<file path="config.mk">
export PLATFORM = sky130hd
export DESIGN_NAME = regfile_sched_flat
export DESIGN_NICKNAME = d
export VERILOG_FILES = /design/src/rtl/regfile_sched_if.sv /design/src/rtl/regfile_sched.sv /design/src/flat_wrapper.sv
export SDC_FILE = /design/constraint.sdc
export NUM_CORES = 1
export LEC_CHECK = 0
export BUFFER_PORTS_ARGS = -buffer_cell sky130_fd_sc_hd__buf_2
export CELL_PAD_IN_SITES_DETAIL_PLACEMENT = 1
export CELL_PAD_IN_SITES_GLOBAL_PLACEMENT = 1
export CORE_MARGIN = 1
export CORE_UTILIZATION = 49
export CTS_CLUSTER_SIZE = 24
export DETAILED_ROUTE_END_ITERATION = 8
export GPL_ROUTABILITY_DRIVEN = 0
export HOLD_SLACK_MARGIN = 0.03
export PLACE_DENSITY = 0.9
export SLEW_MARGIN = 15
export SYNTH_ARGS = -nofsm -noshare
export SYNTH_HDL_FRONTEND = slang
export SYNTH_SLANG_ARGS = --single-unit
</file>
<file path="constraint.sdc">
create_clock -name clk -period 4.9 [get_ports clk]
set_input_delay 0.98 -clock clk [delete_from_list [all_inputs] [get_ports clk]]
set_output_delay 0.98 -clock clk [all_outputs]
set_load 0.02 [all_outputs]
</file>
<file path="src/rtl/regfile_sched_if.sv">
// Bundle between the register-file scheduler, its clients (writeback/decode)
// and the 32x32 register file.
interface regfile_sched_if #(
    parameter int unsigned DATA_W = 32,
    parameter int unsigned ADDR_W = 5
) ();
    logic              wr_valid;
    logic              wr_ready;
    logic [ADDR_W-1:0] wr_addr;
    logic [DATA_W-1:0] wr_data;

    logic              rd_valid;
    logic              rd_ready;
    logic [ADDR_W-1:0] rd_left_addr;
    logic [ADDR_W-1:0] rd_right_addr;
    logic              rd_out_valid;
    logic [DATA_W-1:0] rd_left_data;
    logic [DATA_W-1:0] rd_right_data;

    logic              rf_we;
    logic [ADDR_W-1:0] rf_dest_addr;
    logic [DATA_W-1:0] rf_result;
    logic [ADDR_W-1:0] rf_left_addr;
    logic [ADDR_W-1:0] rf_right_addr;
    logic [DATA_W-1:0] rf_left_out;
    logic [DATA_W-1:0] rf_right_out;

    // Environment side: writeback, decode and the register file itself
    modport master (
        output wr_valid, wr_addr, wr_data,
        output rd_valid, rd_left_addr, rd_right_addr,
        output rf_left_out, rf_right_out,
        input  wr_ready, rd_ready, rd_out_valid, rd_left_data, rd_right_data,
        input  rf_we, rf_dest_addr, rf_result, rf_left_addr, rf_right_addr
    );

    modport slave (
        input  wr_valid, wr_addr, wr_data,
        input  rd_valid, rd_left_addr, rd_right_addr,
        input  rf_left_out, rf_right_out,
        output wr_ready, rd_ready, rd_out_valid, rd_left_data, rd_right_data,
        output rf_we, rf_dest_addr, rf_result, rf_left_addr, rf_right_addr
    );
endinterface

</file>
<file path="src/rtl/regfile_sched.sv">
// Register-file access scheduler: queues writeback writes, interleaves them with
// decode reads, and bypasses queued data so reads always observe the newest value.
module regfile_sched #(
    parameter int unsigned DATA_W     = 32,
    parameter int unsigned ADDR_W     = 5,
    parameter int unsigned WQ_DEPTH   = 4,
    parameter int unsigned STARVE_MAX = 8
) (
    input  logic           clk,
    input  logic           rst,
    regfile_sched_if.slave bus
);
    localparam int unsigned PTR_W = $clog2(WQ_DEPTH);
    localparam int unsigned CNT_W = PTR_W + 1;
    localparam int unsigned STV_W = $clog2(STARVE_MAX + 1);

    typedef enum logic {RUN, DRAIN} state_e;

    state_e            state_q, state_d;
    logic [CNT_W-1:0]  count_q, count_d;
    logic [PTR_W-1:0]  wr_ptr_q, wr_ptr_d;
    logic [PTR_W-1:0]  rd_ptr_q, rd_ptr_d;
    logic [STV_W-1:0]  starve_q, starve_d;
    logic [ADDR_W-1:0] q_addr_q [WQ_DEPTH];
    logic [DATA_W-1:0] q_data_q [WQ_DEPTH];
    logic              rd_out_valid_q;
    logic              byp_l_q, byp_r_q;
    logic [DATA_W-1:0] byp_l_data_q, byp_r_data_q;

    logic              full_c, empty_c;
    logic              wr_ready_c, rd_ready_c, pop_c;
    logic              wr_fire_c, rd_fire_c;
    logic              byp_l_c, byp_r_c;
    logic [DATA_W-1:0] byp_l_data_c, byp_r_data_c;
    logic [PTR_W-1:0]  byp_idx_c;

    assign full_c    = (count_q == CNT_W'(WQ_DEPTH));
    assign empty_c   = (count_q == '0);
    assign wr_fire_c = bus.wr_valid & wr_ready_c;
    assign rd_fire_c = bus.rd_valid & rd_ready_c;

    // Reads win in RUN; the queue drains only on idle read slots or in DRAIN
    always_comb begin
        state_d    = state_q;
        wr_ready_c = 1'b0;
        rd_ready_c = 1'b0;
        pop_c      = 1'b0;
        case (state_q)
            RUN: begin
                wr_ready_c = !full_c;
                rd_ready_c = !full_c;
                pop_c      = !empty_c && !(bus.rd_valid && !full_c);
                if (full_c || (starve_q == STV_W'(STARVE_MAX))) begin
                    state_d = DRAIN;
                end
            end
            DRAIN: begin
                pop_c = !empty_c;
                if (count_q <= CNT_W'(1)) begin
                    state_d = RUN;
                end
            end
            default: state_d = RUN;
        endcase
    end

    always_comb begin
        count_d  = count_q;
        wr_ptr_d = wr_ptr_q;
        rd_ptr_d = rd_ptr_q;
        starve_d = starve_q;
        if (wr_fire_c) wr_ptr_d = wr_ptr_q + PTR_W'(1);
        if (pop_c)     rd_ptr_d = rd_ptr_q + PTR_W'(1);
        if (wr_fire_c && !pop_c)      count_d = count_q + CNT_W'(1);
        else if (!wr_fire_c && pop_c) count_d = count_q - CNT_W'(1);
        if (pop_c || empty_c) begin
            starve_d = '0;
        end else if (starve_q != STV_W'(STARVE_MAX)) begin
            starve_d = starve_q + STV_W'(1);
        end
    end

    // Walk entries oldest to youngest so the last hit is the newest value
    always_comb begin
        byp_l_c      = 1'b0;
        byp_r_c      = 1'b0;
        byp_l_data_c = '0;
        byp_r_data_c = '0;
        byp_idx_c    = '0;
        for (int unsigned i = 0; i < WQ_DEPTH; i++) begin
            byp_idx_c = rd_ptr_q + PTR_W'(i);
            if (CNT_W'(i) < count_q) begin
                if (q_addr_q[byp_idx_c] == bus.rd_left_addr) begin
                    byp_l_c      = 1'b1;
                    byp_l_data_c = q_data_q[byp_idx_c];
                end
                if (q_addr_q[byp_idx_c] == bus.rd_right_addr) begin
                    byp_r_c      = 1'b1;
                    byp_r_data_c = q_data_q[byp_idx_c];
                end
            end
        end
    end

    always_ff @(posedge clk or posedge rst) begin
        if (rst) begin
            state_q        <= RUN;
            count_q        <= '0;
            wr_ptr_q       <= '0;
            rd_ptr_q       <= '0;
            starve_q       <= '0;
            rd_out_valid_q <= 1'b0;
            byp_l_q        <= 1'b0;
            byp_r_q        <= 1'b0;
            byp_l_data_q   <= '0;
            byp_r_data_q   <= '0;
        end else begin
            state_q        <= state_d;
            count_q        <= count_d;
            wr_ptr_q       <= wr_ptr_d;
            rd_ptr_q       <= rd_ptr_d;
            starve_q       <= starve_d;
            rd_out_valid_q <= rd_fire_c;
            if (rd_fire_c) begin
                byp_l_q      <= byp_l_c;
                byp_r_q      <= byp_r_c;
                byp_l_data_q <= byp_l_data_c;
                byp_r_data_q <= byp_r_data_c;
            end
        end
    end

    // Queue storage needs no reset: validity is tracked by count/pointers
    always_ff @(posedge clk) begin
        if (wr_fire_c) begin
            q_addr_q[wr_ptr_q] <= bus.wr_addr;
            q_data_q[wr_ptr_q] <= bus.wr_data;
        end
    end

    assign bus.wr_ready      = wr_ready_c;
    assign bus.rd_ready      = rd_ready_c;
    assign bus.rf_we         = pop_c;
    assign bus.rf_dest_addr  = q_addr_q[rd_ptr_q];
    assign bus.rf_result     = q_data_q[rd_ptr_q];
    assign bus.rf_left_addr  = bus.rd_left_addr;
    assign bus.rf_right_addr = bus.rd_right_addr;
    assign bus.rd_out_valid  = rd_out_valid_q;
    assign bus.rd_left_data  = byp_l_q ? byp_l_data_q : bus.rf_left_out;
    assign bus.rd_right_data = byp_r_q ? byp_r_data_q : bus.rf_right_out;

endmodule

</file>
<file path="src/flat_wrapper.sv">
// flat-port wrapper written by rule: the top's interface ports become plain ports
module regfile_sched_flat 
#(
    parameter int unsigned DATA_W     = 32,
    parameter int unsigned ADDR_W     = 5,
    parameter int unsigned WQ_DEPTH   = 4,
    parameter int unsigned STARVE_MAX = 8
)
  (clk, rst, bus_wr_valid, bus_wr_addr, bus_wr_data, bus_rd_valid, bus_rd_left_addr, bus_rd_right_addr, bus_rf_left_out, bus_rf_right_out, bus_wr_ready, bus_rd_ready, bus_rd_out_valid, bus_rd_left_data, bus_rd_right_data, bus_rf_we, bus_rf_dest_addr, bus_rf_result, bus_rf_left_addr, bus_rf_right_addr);
  regfile_sched_if #(.DATA_W(DATA_W), .ADDR_W(ADDR_W)) bus_i ();
  input  logic clk;
  input  logic rst;
  input wire logic [$bits(bus_i.wr_valid)-1:0] bus_wr_valid;
  input wire logic [$bits(bus_i.wr_addr)-1:0] bus_wr_addr;
  input wire logic [$bits(bus_i.wr_data)-1:0] bus_wr_data;
  input wire logic [$bits(bus_i.rd_valid)-1:0] bus_rd_valid;
  input wire logic [$bits(bus_i.rd_left_addr)-1:0] bus_rd_left_addr;
  input wire logic [$bits(bus_i.rd_right_addr)-1:0] bus_rd_right_addr;
  input wire logic [$bits(bus_i.rf_left_out)-1:0] bus_rf_left_out;
  input wire logic [$bits(bus_i.rf_right_out)-1:0] bus_rf_right_out;
  output wire logic [$bits(bus_i.wr_ready)-1:0] bus_wr_ready;
  output wire logic [$bits(bus_i.rd_ready)-1:0] bus_rd_ready;
  output wire logic [$bits(bus_i.rd_out_valid)-1:0] bus_rd_out_valid;
  output wire logic [$bits(bus_i.rd_left_data)-1:0] bus_rd_left_data;
  output wire logic [$bits(bus_i.rd_right_data)-1:0] bus_rd_right_data;
  output wire logic [$bits(bus_i.rf_we)-1:0] bus_rf_we;
  output wire logic [$bits(bus_i.rf_dest_addr)-1:0] bus_rf_dest_addr;
  output wire logic [$bits(bus_i.rf_result)-1:0] bus_rf_result;
  output wire logic [$bits(bus_i.rf_left_addr)-1:0] bus_rf_left_addr;
  output wire logic [$bits(bus_i.rf_right_addr)-1:0] bus_rf_right_addr;
  assign bus_i.wr_valid = bus_wr_valid;
  assign bus_i.wr_addr = bus_wr_addr;
  assign bus_i.wr_data = bus_wr_data;
  assign bus_i.rd_valid = bus_rd_valid;
  assign bus_i.rd_left_addr = bus_rd_left_addr;
  assign bus_i.rd_right_addr = bus_rd_right_addr;
  assign bus_i.rf_left_out = bus_rf_left_out;
  assign bus_i.rf_right_out = bus_rf_right_out;
  assign bus_wr_ready = bus_i.wr_ready;
  assign bus_rd_ready = bus_i.rd_ready;
  assign bus_rd_out_valid = bus_i.rd_out_valid;
  assign bus_rd_left_data = bus_i.rd_left_data;
  assign bus_rd_right_data = bus_i.rd_right_data;
  assign bus_rf_we = bus_i.rf_we;
  assign bus_rf_dest_addr = bus_i.rf_dest_addr;
  assign bus_rf_result = bus_i.rf_result;
  assign bus_rf_left_addr = bus_i.rf_left_addr;
  assign bus_rf_right_addr = bus_i.rf_right_addr;
  regfile_sched #(.DATA_W(DATA_W), .ADDR_W(ADDR_W), .WQ_DEPTH(WQ_DEPTH), .STARVE_MAX(STARVE_MAX)) u_core (.clk(clk), .rst(rst), .bus(bus_i));
endmodule
</file>
After elaboration in Yosys (flattened, before gate mapping)
Memories as Yosys holds them, arrays and structs flattened.
Index checks and enable logic that the tools add are counted.
Word-level totals
  register bits: 79
  bits in writable memories: 148
  input bits: 115
  output and inout port bits: 115
  memories: 2
Cells by class
  add/subtract/negate cells: 7
  order comparisons: 5
  equality and inequality tests: 11
  muxes and demuxes: 45
  bitwise gates (word level): 3
  reductions and logical operators: 14
Memory list
  u_core.q_data_q: words 4, bits a word 32, read ports 4, clocked after Yosys merged registers in 0, write ports 1, RTL line regfile_sched.sv:25  | logic [DATA_W-1:0] q_data_q [WQ_DEPTH];
  u_core.q_addr_q: words 4, bits a word 5, read ports 4, clocked after Yosys merged registers in 0, write ports 1, RTL line regfile_sched.sv:24  | logic [ADDR_W-1:0] q_addr_q [WQ_DEPTH];
Operators by type and width (number)
  32-bit 2-to-1 mux: 18
  5-bit equality test: 8
  1-bit 2-to-1 mux: 21
  4-bit 2-to-1 mux: 2
  1-bit by 3-bit less-than comparator with 1-bit output (first input constant): 2
  2-bit by 3-bit less-than comparator with 1-bit output (first input constant): 2
  3-bit 2-to-1 mux: 2
  1-bit logical NOT: 5
  2-bit by 1-bit adder with 2-bit output (second input constant): 2
  2-bit adder (second input constant): 2
  4-bit by 1-bit adder with 4-bit output (second input constant): 1
  4-bit equality test (second input constant): 1
  1-bit logical AND: 4
  4-bit != test (second input constant): 1
  1-bit one-hot mux with 2 select lines: 2
  2-bit nonzero test: 2
  3-bit by 1-bit adder with 3-bit output (second input constant): 1
  3-bit equality test (second input constant): 1
  3-bit by 1-bit <= comparator with 1-bit output (second input constant): 1
  3-bit logical NOT: 1
  3-bit by 1-bit subtractor with 3-bit output (second input constant): 1
  1-bit AND: 2
  1-bit logical OR: 2
  1-bit inverter: 1

Longest topological paths before layout
An unclocked memory read counts as a cell.
  word-level depth: 10
  gate-level depth with buffers: 12

Worst setup path after synthesis
OpenSTA, ideal clock, no wires.
  path kind: flip-flop to output port
  start: reg u_core.rd_ptr_q[1]
  end: out bus_rf_result[0]
  data arrival time: 1986 ps
  data required time: 3920 ps
  slack: 1934 ps
  stages on the path, launching flop included: 9
  buffers on the path: 6
  path through: dfrtp_1 buf_6 buf_6 buf_2 buf_2 buf_2 buf_4 mux2i_1 mux2i_1
On the way
  cells in the longest elaborated chain, start to end: 1
Ends and longest elaborated chain
  from (decl): RTL line regfile_sched.sv:22  | logic [PTR_W-1:0] rd_ptr_q, rd_ptr_d;
  from (signal assigned): RTL line regfile_sched.sv:121  | rd_ptr_q <= rd_ptr_d;
  memory 4 x 32 bit
  to (decl): RTL line flat_wrapper.sv:28  | output wire logic [$bits(bus_i.rf_result)-1:0] bus_rf_result;
No other way between the ends.

Final worst setup path
  start: reg u_core.rd_ptr_q[0]
  end: out bus_rf_result[12]
Same word-level chain as after synthesis.

==> reports/qor.yml <==
outcome: "finished, final reports clean"
fin_skew_ns: 0.01989
ys_warn_count: 0
root_buffer: "clkbuf_16"
routed_wl_mm: 46.80
preCtsSetupSlack_ns: 1.275
fin_cells: 1773
crit_type: "reg -> out"
cts.sinks: 227
grt_pass1_vias: 12180
io_pins: 230
crit_required_ns: 3.92
synth-edff-count: 148
crit_chain: "buf_4 -> buf_4 -> a211oi_1 -> a21oi_1 -> buf_2"
max_freq_ghz: 0.2299
synth-xor-area-share_pct: 3.307
p_leak_nw: 6.226
synth_fa_ha_area_share_pct: 1.070
synthMuxAreaShare_pct: 17.66
row_count: 61
nets: 1498
worst-path-max-fanout: 67
seq_area_frac_synth_pct: 45.74
hold_violations: 0
tightestPinTransition_ns: 1.096
grt_pass1_wl_mm: 70.74
cts_tree: "built"
chipHeight_um: 171.3
yosysMostFrequentCell: "edfxtp_1"
drive_gt1_share_pct: 30.72
drt_pre_antenna_iters: 5
synth.net_count: 1353
ys.flop_type: "edfxtp_1"
worst_slack_ns: 0.5495
clk_latency_ns: 0.54
utilization_pct: 57.76
rr_startpoint: "u_core.rd_ptr_q[1]$_DFFE_PP0P_"
clk_pin_slew_ns: 0.06
min_period_over_period_pct: 88.78
wl_per_cell_um: 26.40
grt_util_all_layers_pct: 31.60
die_x_um: 171.3
ctsHoldBuffers: 0
synth.area.top_cells: "edfxtp_1 (32%), dfrtp_1 (14%), mux2i_1 (7.4%)"
tns_ns: 0
avgSynthCellArea_um2: 11.45
die-area_um2: 29330
grt_max_degree: 140
post_cts_buffers: 0
peakVddDrop_uv: 524.2
yosysTopAreaCell: "edfxtp_1"
yosys.area_share.simple_pct: 6.248
antenna_found_initial: 13
vias_per_cell: 6.628
drv_slew: 0
io_buffers: 229
max_stage_delay_ns: 0.82
async_flop_share_pct: 34.80
h-tree-depth: 1
numCtsBuffers: 25
num_vias: 11750
clockBufferDepth: 3
netlist_area_um2: 14040
synth_compound_area_share_pct: 20.85
drv_cap: 0
place_hpwl_mm: 30.92
end_kind: "output pin"
syn_inst: 1226
crit_slowest_cell: "dfrtp_4"
start_util_pct: 50.12
slew_headroom_pct: 26.96
synth_seq_cells: 227
rsz0062_at_grt: "no"
synth.top_cell.area_share_pct: 31.66
worstPathArrival_ns: 3.37
setup_violations: 0
fillers: 2941
cts.repair.resized: 0
yosys-top-cells-count: "edfxtp_1 (148), a211oi_1 (135), mux2i_1 (104)"
drt_iter0_markers: 1077
yosysUniqueCellTypes: 52
power_density_nw_per_um2: 672.5
hp-class: "reg -> reg"
syn_to_final_growth_pct: 15.24
finalCriticalPeriod_ns: 4.350
critPathLaunch: "u_core.rd_ptr_q[0]$_DFFE_PP0P_"
place_inst: 1722
drc: 0
core-area_um2: 28010
grt_overflow: 0
synth_top_family_by_area: "compound AO/OA/AOI/OAI gates"
start_kind: "flip-flop"
detail-route-antenna-nets: 0
min_from: "u_core.byp_r_data_q[11]$_DFFE_PP0P_"
cp_common_cell: "buf_4"
## where the power goes
group          leakage [nW]  total (mW)  internal, mW  switching, mW
sequential             2.42        3.14          2.56          0.576
combinational          3.37        5.66          2.04           3.61
clock                 0.439        2.08          1.24          0.841
## per-layer routing
metal	track usage, %	up-vias	routed length [um]
met4	14.32	8	1690
met5	0	-	95
met1	38.78	5851	18460
met2	51.98	627	22130
met3	8.514	138	4422
li1	-	5127	-
## placed cells by master, fill, tap and decap left out, types with 25 or more instances in the layout
master and instances:
buf_2 229, edfxtp_1 148, a211oi_1 135, mux2i_1 104, mux2_2 92, dfrtp_1 77
a221oi_1 62, o21ai_0 54, nor2_1 47, nand2_1 46, xnor2_1 42, a22oi_1 33
a221o_1 32, nor2b_1 30, a21oi_1 29, a211o_1 26, clkbuf_16 25
## final timing paths
path	end	slack (ns)	depth (start not counted)
min in group asynchronous	u_core.byp_r_data_q[4]$_DFFE_PP0P_	0.61	2
max	bus_rf_result[12]	0.55	5
min	u_core.byp_r_data_q[11]$_DFFE_PP0P_	0.52	1
max reg2reg	u_core.byp_l_data_q[13]$_DFFE_PP0P_	1.14	8
max in group asynchronous	u_core.byp_r_data_q[20]$_DFFE_PP0P_	3.25	3
min reg2reg	u_core.byp_r_data_q[11]$_DFFE_PP0P_	0.52	1
## sequential cells by signal (all words and copies together), names as in the netlist
signal                   count
u_core.q_data_q            128
u_core.byp_l_data_q         32
u_core.byp_r_data_q         32
u_core.q_addr_q             20
u_core.starve_q              4
u_core.count_q               3
u_core.rd_ptr_q              2
u_core.wr_ptr_q              2
u_core.bus.rd_out_valid      1
u_core.byp_l_q               1
u_core.byp_r_q               1
u_core.state_q               1
## metrics by stage
| stage | hold slack [ns] | total power [mW] | cell area, um2 |
|---|---|---|---|
| after floorplan | 0.4744 | 6.988 | 14040 |
| after global placement | 0.4515 | 8.314 | 15260 |
| after detailed placement | 0.5037 | 8.617 | 15260 |
| after CTS | 0.5234 | 10.80 | 16170 |
| after global routing | 0.5329 | 11.39 | 16170 |
| final | 0.5181 | 10.88 | 16180 |
## worst max-delay path: cells and delay by family (launching register included)
kind / cells / cell delay [ns]
DFF: 1 / 0.82
buffers and inverters: 3 / 1.37
AOI/OAI and AO/OA: 2 / 0.55
## area by class of cell
| type | count | area, um2 | area share, % |
|---|---|---|---|
| Antenna cell | 5 | 12.51 | 0.07734 |
| Sequential cell | 227 | 6429 | 39.74 |
| Timing Repair Buffer | 253 | 1351 | 8.353 |
| Multi-Input combinational cell | 849 | 6944 | 42.92 |
| Clock buffer | 27 | 653.1 | 4.037 |
| Inverter | 15 | 60.06 | 0.3712 |
| Tap cell | 378 | 473.0 | 2.923 |
| Clock inverter | 19 | 255.2 | 1.578 |
## cell families (layout without fill, tap and decap cells)
kind of cell               Yosys count  in the layout
muxes                              215            215
xor gates and xnor gates            53             53
AOI/OAI and AO/OA                  392            392
DFF                                227            227
adders and majority gates           12             12
other                                0              5
buffers and inverters              150            314
and+or+nand+nor                    177            177
No activity file was read; power rests on OpenSTA's default activity.
